==> src/rtl/pong_pkg.sv <==
// Shared encodings for the pong game-flow controller and downstream ball/score stage.
package pong_pkg;

    localparam int unsigned GS_W  = 2;
    localparam int unsigned WIN_W = 2;

    localparam logic [GS_W-1:0] GS_IDLE = 2'b00;
    localparam logic [GS_W-1:0] GS_PLAY = 2'b01;
    localparam logic [GS_W-1:0] GS_HOLD = 2'b10;
    localparam logic [GS_W-1:0] GS_OVER = 2'b11;

    localparam logic [WIN_W-1:0] WIN_NONE = 2'b00;
    localparam logic [WIN_W-1:0] WIN_P1   = 2'b01;
    localparam logic [WIN_W-1:0] WIN_P2   = 2'b10;

    localparam int unsigned H_ACTIVE = 640;
    localparam int unsigned V_ACTIVE = 480;

    typedef enum logic [2:0] {
        ST_IDLE  = 3'd0,
        ST_SERVE = 3'd1,
        ST_PLAY  = 3'd2,
        ST_PAUSE = 3'd3,
        ST_OVER  = 3'd4
    } state_t;

    // Externally visible game_state for an internal FSM state; SERVE and PAUSE share HOLD.
    function automatic logic [GS_W-1:0] gs_of(input state_t s);
        logic [GS_W-1:0] gs;
        gs = GS_IDLE;
        case (s)
            ST_SERVE, ST_PAUSE: gs = GS_HOLD;
            ST_PLAY:            gs = GS_PLAY;
            ST_OVER:            gs = GS_OVER;
            default:            gs = GS_IDLE;
        endcase
        return gs;
    endfunction

endpackage

==> src/rtl/btn_debounce.sv <==
// Two-flop synchroniser, stability counter and rising-edge press pulse for one raw button.
module btn_debounce #(
    parameter int unsigned DEBOUNCE_MS = 20
) (
    input  logic clk_1ms,
    input  logic reset,
    input  logic btn,
    output logic press_c
);

    localparam int unsigned CNT_W = $clog2(DEBOUNCE_MS + 1);

    logic             sync_q1;
    logic             sync_q2;
    logic             level;
    logic             level_d;
    logic [CNT_W-1:0] cnt;

    // Level flips only after the synchronised input disagrees for DEBOUNCE_MS cycles.
    always_ff @(posedge clk_1ms) begin
        if (!reset) begin
            sync_q1 <= 1'b0;
            sync_q2 <= 1'b0;
            level   <= 1'b0;
            level_d <= 1'b0;
            cnt     <= '0;
        end else begin
            sync_q1 <= btn;
            sync_q2 <= sync_q1;
            level_d <= level;
            if (sync_q2 == level) begin
                cnt <= '0;
            end else if (cnt == CNT_W'(DEBOUNCE_MS - 1)) begin
                level <= ~level;
                cnt   <= '0;
            end else begin
                cnt <= cnt + 1'b1;
            end
        end
    end

    assign press_c = level & ~level_d;

endmodule

==> src/rtl/pong_game_ctrl.sv <==
// Match flow controller: debounced start/pause, serve delay, score watch and winner detection.
module pong_game_ctrl
    import pong_pkg::*;
#(
    parameter int unsigned DEBOUNCE_MS = 20,
    parameter int unsigned SERVE_MS    = 1000,
    parameter int unsigned WIN_SCORE   = 9
) (
    input  logic       clk_1ms,
    input  logic       reset,
    input  logic       btn_start,
    input  logic       btn_pause,
    input  logic [3:0] p1_score,
    input  logic [3:0] p2_score,
    output logic [1:0] game_state,
    output logic [1:0] winner,
    output logic       round_rst_n
);

    localparam int unsigned SCORE_W = 4;
    localparam int unsigned SERVE_W = (SERVE_MS > 1) ? $clog2(SERVE_MS) : 1;
    localparam logic [SCORE_W-1:0] WIN_LVL = SCORE_W'(WIN_SCORE);

    logic start_p;
    logic pause_p;

    btn_debounce #(.DEBOUNCE_MS(DEBOUNCE_MS)) u_start_db (
        .clk_1ms (clk_1ms),
        .reset   (reset),
        .btn     (btn_start),
        .press_c (start_p)
    );

    btn_debounce #(.DEBOUNCE_MS(DEBOUNCE_MS)) u_pause_db (
        .clk_1ms (clk_1ms),
        .reset   (reset),
        .btn     (btn_pause),
        .press_c (pause_p)
    );

    state_t               state, state_nxt;
    logic [SERVE_W-1:0]   serve_cnt, serve_cnt_nxt;
    logic [SCORE_W-1:0]   snap1, snap1_nxt;
    logic [SCORE_W-1:0]   snap2, snap2_nxt;
    logic [WIN_W-1:0]     winner_nxt;
    logic                 rrst_nxt;

    always_ff @(posedge clk_1ms) begin
        if (!reset) begin
            state       <= ST_IDLE;
            game_state  <= GS_IDLE;
            winner      <= WIN_NONE;
            round_rst_n <= 1'b1;
            serve_cnt   <= '0;
            snap1       <= p1_score;
            snap2       <= p2_score;
        end else begin
            state       <= state_nxt;
            game_state  <= gs_of(state_nxt);
            winner      <= winner_nxt;
            round_rst_n <= rrst_nxt;
            serve_cnt   <= serve_cnt_nxt;
            snap1       <= snap1_nxt;
            snap2       <= snap2_nxt;
        end
    end

    // Next state; a win or point in PLAY outranks a same-cycle pause press.
    always_comb begin
        state_nxt     = state;
        winner_nxt    = winner;
        rrst_nxt      = 1'b1;
        serve_cnt_nxt = serve_cnt;
        snap1_nxt     = snap1;
        snap2_nxt     = snap2;
        unique case (state)
            ST_IDLE: begin
                if (start_p) begin
                    rrst_nxt  = 1'b0;
                    state_nxt = ST_SERVE;
                end
            end
            ST_SERVE: begin
                if (serve_cnt == SERVE_W'(SERVE_MS - 1)) begin
                    serve_cnt_nxt = '0;
                    state_nxt     = ST_PLAY;
                end else begin
                    serve_cnt_nxt = serve_cnt + 1'b1;
                end
            end
            ST_PLAY: begin
                if (p1_score >= WIN_LVL) begin
                    winner_nxt = WIN_P1;
                    state_nxt  = ST_OVER;
                end else if (p2_score >= WIN_LVL) begin
                    winner_nxt = WIN_P2;
                    state_nxt  = ST_OVER;
                end else if ((p1_score != snap1) || (p2_score != snap2)) begin
                    snap1_nxt = p1_score;
                    snap2_nxt = p2_score;
                    state_nxt = ST_SERVE;
                end else if (pause_p) begin
                    state_nxt = ST_PAUSE;
                end
            end
            ST_PAUSE: begin
                if (pause_p) begin
                    state_nxt = ST_PLAY;
                end
            end
            ST_OVER: begin
                if (start_p) begin
                    winner_nxt = WIN_NONE;
                    rrst_nxt   = 1'b0;
                    snap1_nxt  = '0;
                    snap2_nxt  = '0;
                    state_nxt  = ST_SERVE;
                end
            end
            default: state_nxt = ST_IDLE;
        endcase
    end

endmodule

==> config.mk <==
export PLATFORM = sky130hd
export DESIGN_NAME = pong_game_ctrl
export DESIGN_NICKNAME = d
export VERILOG_FILES = /design/src/rtl/pong_pkg.sv /design/src/rtl/btn_debounce.sv /design/src/rtl/pong_game_ctrl.sv
export SDC_FILE = /design/constraint.sdc
export NUM_CORES = 1
export LEC_CHECK = 0
export ABC_AREA = 1
export BUFFER_PORTS_ARGS = -buffer_cell sky130_fd_sc_hd__buf_2
export CAP_MARGIN = 15
export CORE_ASPECT_RATIO = 1.4
export CORE_MARGIN = 2
export CORE_UTILIZATION = 45
export CTS_CLUSTER_SIZE = 40
export DETAILED_ROUTE_END_ITERATION = 12
export MAX_ROUTING_LAYER = met4
export PLACE_DENSITY = 0.76
export SLEW_MARGIN = 10
export SYNTH_ARGS = -nofsm -noshare
export SYNTH_HDL_FRONTEND = slang
export SYNTH_HIERARCHICAL = 1
export SYNTH_SLANG_ARGS = --single-unit
==> constraint.sdc <==
create_clock -name clk_1ms -period 1.9 [get_ports clk_1ms]
set_clock_uncertainty 0.1 [all_clocks]
set_input_delay 0.38 -clock clk_1ms [delete_from_list [all_inputs] [get_ports clk_1ms]]
set_output_delay 0.38 -clock clk_1ms [all_outputs]
set_load 0.02 [all_outputs]
Word level (Yosys, flattened, before mapping)
Index checks and enable logic that the tools add are counted.

Add/sub/neg operators: 3. Multiply operators: 0. Divide/modulo/power cells: 0. Order comparisons: 2. Eq/ne operators: 22. Shift-type cells: 0. Mux-type cells: 26. Bitwise gates (word level): 9. Reductions and logical operators: 12.

Operators with widths (number): $mux W4 (9); $mux W3 (7); $pmux W4 S2 (2); $ne A3 B3 Y1 const B (5); $eq A3 B2 Y1 const B (4); $pmux W3 S4 (1); $add A10 B1 Y10 const B (1); $add A5 B1 Y5 const B (2); $eq A10 B10 Y1 const B (1); $eq A5 B5 Y1 const B (2); $mux W10 (1); $ge A4 B4 Y1 const B (2); $ne A4 B4 Y1 (2); $not A1 Y1 (7); $eq A3 B1 Y1 const B (2); $eq A3 B3 Y1 const B (2); $mux W2 (3); $pmux W2 S3 (1); $reduce_and A2 Y1 (3); $reduce_or A3 Y1 (2); $reduce_and A5 Y1 (1); $pmux W2 S2 (1); $reduce_or A2 Y1 (2); $logic_not A3 Y1 (1); 8 further kinds (10).

Flip-flop bits (word level): 44. Bits in latches: 0. Bits in writable memories: 0. ROM bits: 0. Input bits: 12. Output and inout bits: 5. Logic and storage cells: 91. Memories kept: 0.

Logic depth before layout (Yosys ltp)
Depth after elaboration: 10. Depth in mapped cells: 10.

Cells and area by module
Netlist, hierarchy kept.

By module, submodules not included: pong_game_ctrl (times used 1, cells each 181, area an instance 1326.3 um2, sequential area each 600.6 um2); btn_debounce (times used 2, cells each 49, area an instance 375.4 um2, sequential area each 180.2 um2).

Least setup slack after synthesis
No wires, ideal clock.

Path type: input-to-reg. Start: input port p1_score[2]. End: register snap1[0], enable pin. Library setup time: 0.384 ns. Arrival time: 1.428 ns. Required time: 1.416 ns. Path slack: -0.012 ns. Cell stages on the path: 7. Cell sequence: nor2_1 -> nand2_1 -> nand2_1 -> nand2_1 -> inv_1 -> o22ai_1 -> o21ai_0.

Cells in the longest elaborated chain, start to end: 4. Elaborated cells on any way between the ends: 6. Those cells by class: order compare (1); eq/ne (3); reduce/logical (2).

Ends and longest elaborated chain: from (decl) (line pong_game_ctrl.sv:13) `input logic [3:0] p1_score,`; branches (longest 3 deep; another with $ge A4 B4 Y1); $reduce_and A5 Y1 (no source line) *; to (signal assigned) (line pong_game_ctrl.sv:55) `snap1 <= p1_score;`; to (signal assigned) (line pong_game_ctrl.sv:63) `snap1 <= snap1_nxt;`; to (decl) (line pong_game_ctrl.sv:43) `logic [SCORE_W-1:0] snap1, snap1_nxt;`.

Every way passes the cells marked *. A chain may end at the register's enable or synchronous reset.

Final worst setup path
Start: register state[2]. End: register snap2[2], enable pin.

Cells in the longest elaborated chain, start to end: 3. Elaborated cells on any way between the ends: 8. Those cells by class: eq/ne (7); reduce/logical (1).

Ends and longest elaborated chain: from (decl) (line pong_game_ctrl.sv:41) `state_t state, state_nxt;`; from (signal assigned) (line pong_game_ctrl.sv:58) `state <= state_nxt;`; $eq A3 B3 Y1 or $eq A3 B2 Y1 (tied branches) (line pong_game_ctrl.sv:76) `unique case (state)`; $ne A3 B1 Y1 (no source line) or $ne A3 B3 Y1 (tied branches); $reduce_and A5 Y1 (no source line) *; to (signal assigned) (line pong_game_ctrl.sv:56) `snap2 <= p2_score;`; to (signal assigned) (line pong_game_ctrl.sv:64) `snap2 <= snap2_nxt;`; to (decl) (line pong_game_ctrl.sv:44) `logic [SCORE_W-1:0] snap2, snap2_nxt;`.

Mark *: on every way between the ends. The rest lies on a longest branch, timed or not.

==> key figures <==
Status
  – Status: complete, no violations

Placement
  – Dpl cell area: between 0.002 and 0.0025 sq mm
  – Detailed placement HPWL: 2675 um
  – Global placer's final weighted congestion: roughly 0.77
  – IO buf count: 16
  – Post-place setup slack: -117.7 ps

STA
  – Final min period: approximately 1600 ps
  – Max-slew violations: 0
  – Part of the cycle the worst path needs: 0.8661
  – Final hold vios: 0
  – RSZ-0062 raised after global routing: no
  – Relative slew margins: 0.7238
  – Final setup margin: about 250 ps
  – F_max: around 610 MHz
  – Worst-margin pin slew: roughly 410 ps
  – Final setup fails: 0

Worst setup path
  – Req. time, crit path: 1760 ps
  – R2r endpoint: snap2[2]$_DFFE_PP_
  – Crit. End Element: flop
  – Flop-to-flop setup slack: between 200 and 300 ps
  – FF-to-FF path depth: 4
  – CP max FO: 8
  – CP arrival: between 1500 and 2000 ps
  – Critical Path Start Type: flop
  – RR Startpoint: state[2]$_SDFF_PN0_
  – WS Path Type: reg -> reg

Worst hold path
  – Worst Hold End: u_start_db/sync_q1$_SDFF_PN0_
  – Worst min path class: in -> reg
  – Hold Startpoint: btn_start
  – Hold depth: 3

GRT
  – Vias in the first global route: ~1700
  – Largest net degree at the start of global routing: 17
  – Initial antenna violation count: 0
  – GRT Overall Usage: 0.1681
  – GR Overflow Total: 0
  – Global-route wire length before repair: about 6400 um

Die
  – I/O pins: 17
  – Core area: approximately 0.0045 sq mm
  – Die Area: between 0.005 and 0.006 sq mm
  – Initial core utilization: 0.4616
  – Row Count: 29
  – Die Y-Extent: between 80 and 90 um
  – Die W: between 60 and 70 um

Synthesis
  – Mapped Nets: 294
  – Number of synthesized register bits: 44
  – Largest cells by area after synthesis: dfxtp_1, nand2_1, edfxtp_1
  – Synthesized area: around 0.0021 sq mm
  – Sequential-to-total area share from yosys stat: 0.4627
  – Netlist cell types: 27
  – Mean Syn Cell Area: roughly 7.4 sq um
  – Dominant cell type by area after synthesis: dfxtp_1
  – Mapped Cells: 279
  – Ys Warns: 6
  – Top cell type's share of synthesized area: 0.3470

Route
  – Routed WL: between 3000 and 4000 um
  – DR iter-0 viols: 33
  – Wirelength per Cell: a little under 10 um
  – Number of nets still failing antenna checks after routing: 0
  – DRC violations left: 0
  – Via/cell ratio: ~4.7
  – Vias: 1722
  – Initial DRT Pass Iterations: 4

Final layout
  – Total Nets Final: between 300 and 400
  – Share of cells above drive strength 1: 0.1564
  – P&R area growth vs syn: 16.87%
  – Ant. Diodes: 0
  – # fillers: about 460
  – Final Cell Area: around 0.0024 sq mm

Clock network
  – Clk buf depth: 2
  – Worst skew pair latency: around 300 ps
  – Cts hold-fix bufs: 0
  – CTS Sinks: 44
  – Clock-pin slew on the worst setup and hold paths: around 90 ps
  – CTS buffer count: 5
  – Number of H-tree levels: 2
  – Root Buffer: clkbuf_8
  – CTS tree: built

Power
  – Post-layout power: between 2 and 2.5 mW
  – VDD IR max: approximately 0.00093 V
  – Power per cell area: 840.4 mW/mm^2
  – Leakage: between 1 and 1.5 nW

Job
  – Max cap viols: 0
[placed cells by master, fill, tap and decap left out]
master	n
clkbuf_8	5
nor2_1	43
nor2_4	2
nand4_1	5
edfxtp_1	8
and3_1	1
nand3_2	1
nand2_2	2
inv_2	6
a211oi_1	1
a31oi_1	1
nand3_4	2
o21a_1	1
bufinv_16	3
nor3_1	3
xor2_1	3
o22ai_1	1
a21oi_1	13
o21ai_2	1
nand2_1	65
buf_4	4
ha_1	3
inv_1	45
a21boi_0	1
clkinv_1	1
nor2_2	5
nor3_4	1
xnor2_1	7
dfxtp_1	36
buf_2	16
nand3_1	18
o21ai_0	3
[how the worst max path moves through the flow]
stage	to	cells past startpoint	slack (ps)	from
3_5_place_dp	snap1[1]$_DFFE_PP_	8	-120	p1_score[2]
6_report	snap2[2]$_DFFE_PP_	4	250	state[2]$_SDFF_PN0_
2_1_floorplan	snap1[0]$_DFFE_PP_	7	210	p1_score[2]
5_1_grt	snap2[2]$_DFFE_PP_	6	110	snap1[2]$_DFFE_PP_
4_1_cts	snap2[2]$_DFFE_PP_	4	60	state[2]$_SDFF_PN0_
3_3_place_gp	snap2[0]$_DFFE_PP_	8	-60	p1_score[2]
[layout make-up]
cell class / count / area (sq um) / share of cell area
sequential: 44 / 960.9 / 0.3959
multi-input combinational: 183 / 924.6 / 0.3809
inverter: 52 / 195.2 / 0.08041
timing repair buffer: 20 / 110.1 / 0.04536
clock inverter: 3 / 90.09 / 0.03711
tap: 62 / 77.57 / 0.03196
clock buffer: 5 / 68.82 / 0.02835
[layer usage]
layer,vias up,track usage,part of all wire
met5,-,-,0
met3,6,0.04622,0.027
met1,783,0.1670,0.42
met4,0,0.07544,0.022
met2,15,0.2921,0.53
li1,918,-,-
[power breakdown]
group          leakage, nW  switching, mW  internal (mW)
clock               0.0784          0.322          0.657
combinational        0.668         0.0534         0.0355
sequential           0.369        0.00759          0.965
[registers in the layout, summed over array words and instances (netlist names)]
name                flops
game_state              2
round_rst_n             1
serve_cnt              10
snap1                   4
snap2                   4
state                   3
u_pause_db/cnt          5
u_pause_db/level        1
u_pause_db/level_d      1
u_pause_db/sync_q1      1
u_pause_db/sync_q2      1
u_start_db/cnt          5
u_start_db/level        1
u_start_db/level_d      1
u_start_db/sync_q1      1
u_start_db/sync_q2      1
winner                  2
[repair_timing]
item                       4_1_cts  5_1_grt
buffers inserted                 0        0
setup endpoints to repair        0        8
resized for setup                0        1
[worst max-delay path, cell delays in order (launching register included)]
cell and delay (ps):
dfxtp_1 420, inv_1 80, nand3_1 170, o22ai_1 150, o21ai_2 390
[stage by stage]
stage | std cells | setup TNS (ps) | utilization | hold WS [ps]
floorplan | 279 | 0 | - | 290.0
finish | 369 | 0 | 0.5395 | 169.3
global placement | 361 | -470.7 | 0.5033 | 298.7
CTS | 369 | 0 | 0.5387 | 151.8
detailed placement | 361 | -940.1 | 0.5033 | 304.0
global route | 369 | 0 | 0.5395 | 158.3
[synthesized netlist by cell type, drive strengths merged]
cell,instances
a211oi,1
a21boi,1
a21oi,13
a31oi,1
and3,1
clkinv,1
dfxtp,36
edfxtp,8
ha,3
inv,51
nand2,67
nand3,21
nand4,5
nor2,50
nor3,4
o21a,1
o21ai,4
o22ai,1
xnor2,7
xor2,3
[logic make-up after synthesis]
logic type,count (synthesis),share of synthesized area
XOR/XNOR,10,0.04217
flip-flops,44,0.4626
AO/OA/AOI/OAI,22,0.05784
adder cells (fa/ha/maj),3,0.01807
buffers and inverters,52,0.09397
AND/OR/NAND/NOR,148,0.3253
Note: power is estimated with default switching activity, not from simulation.
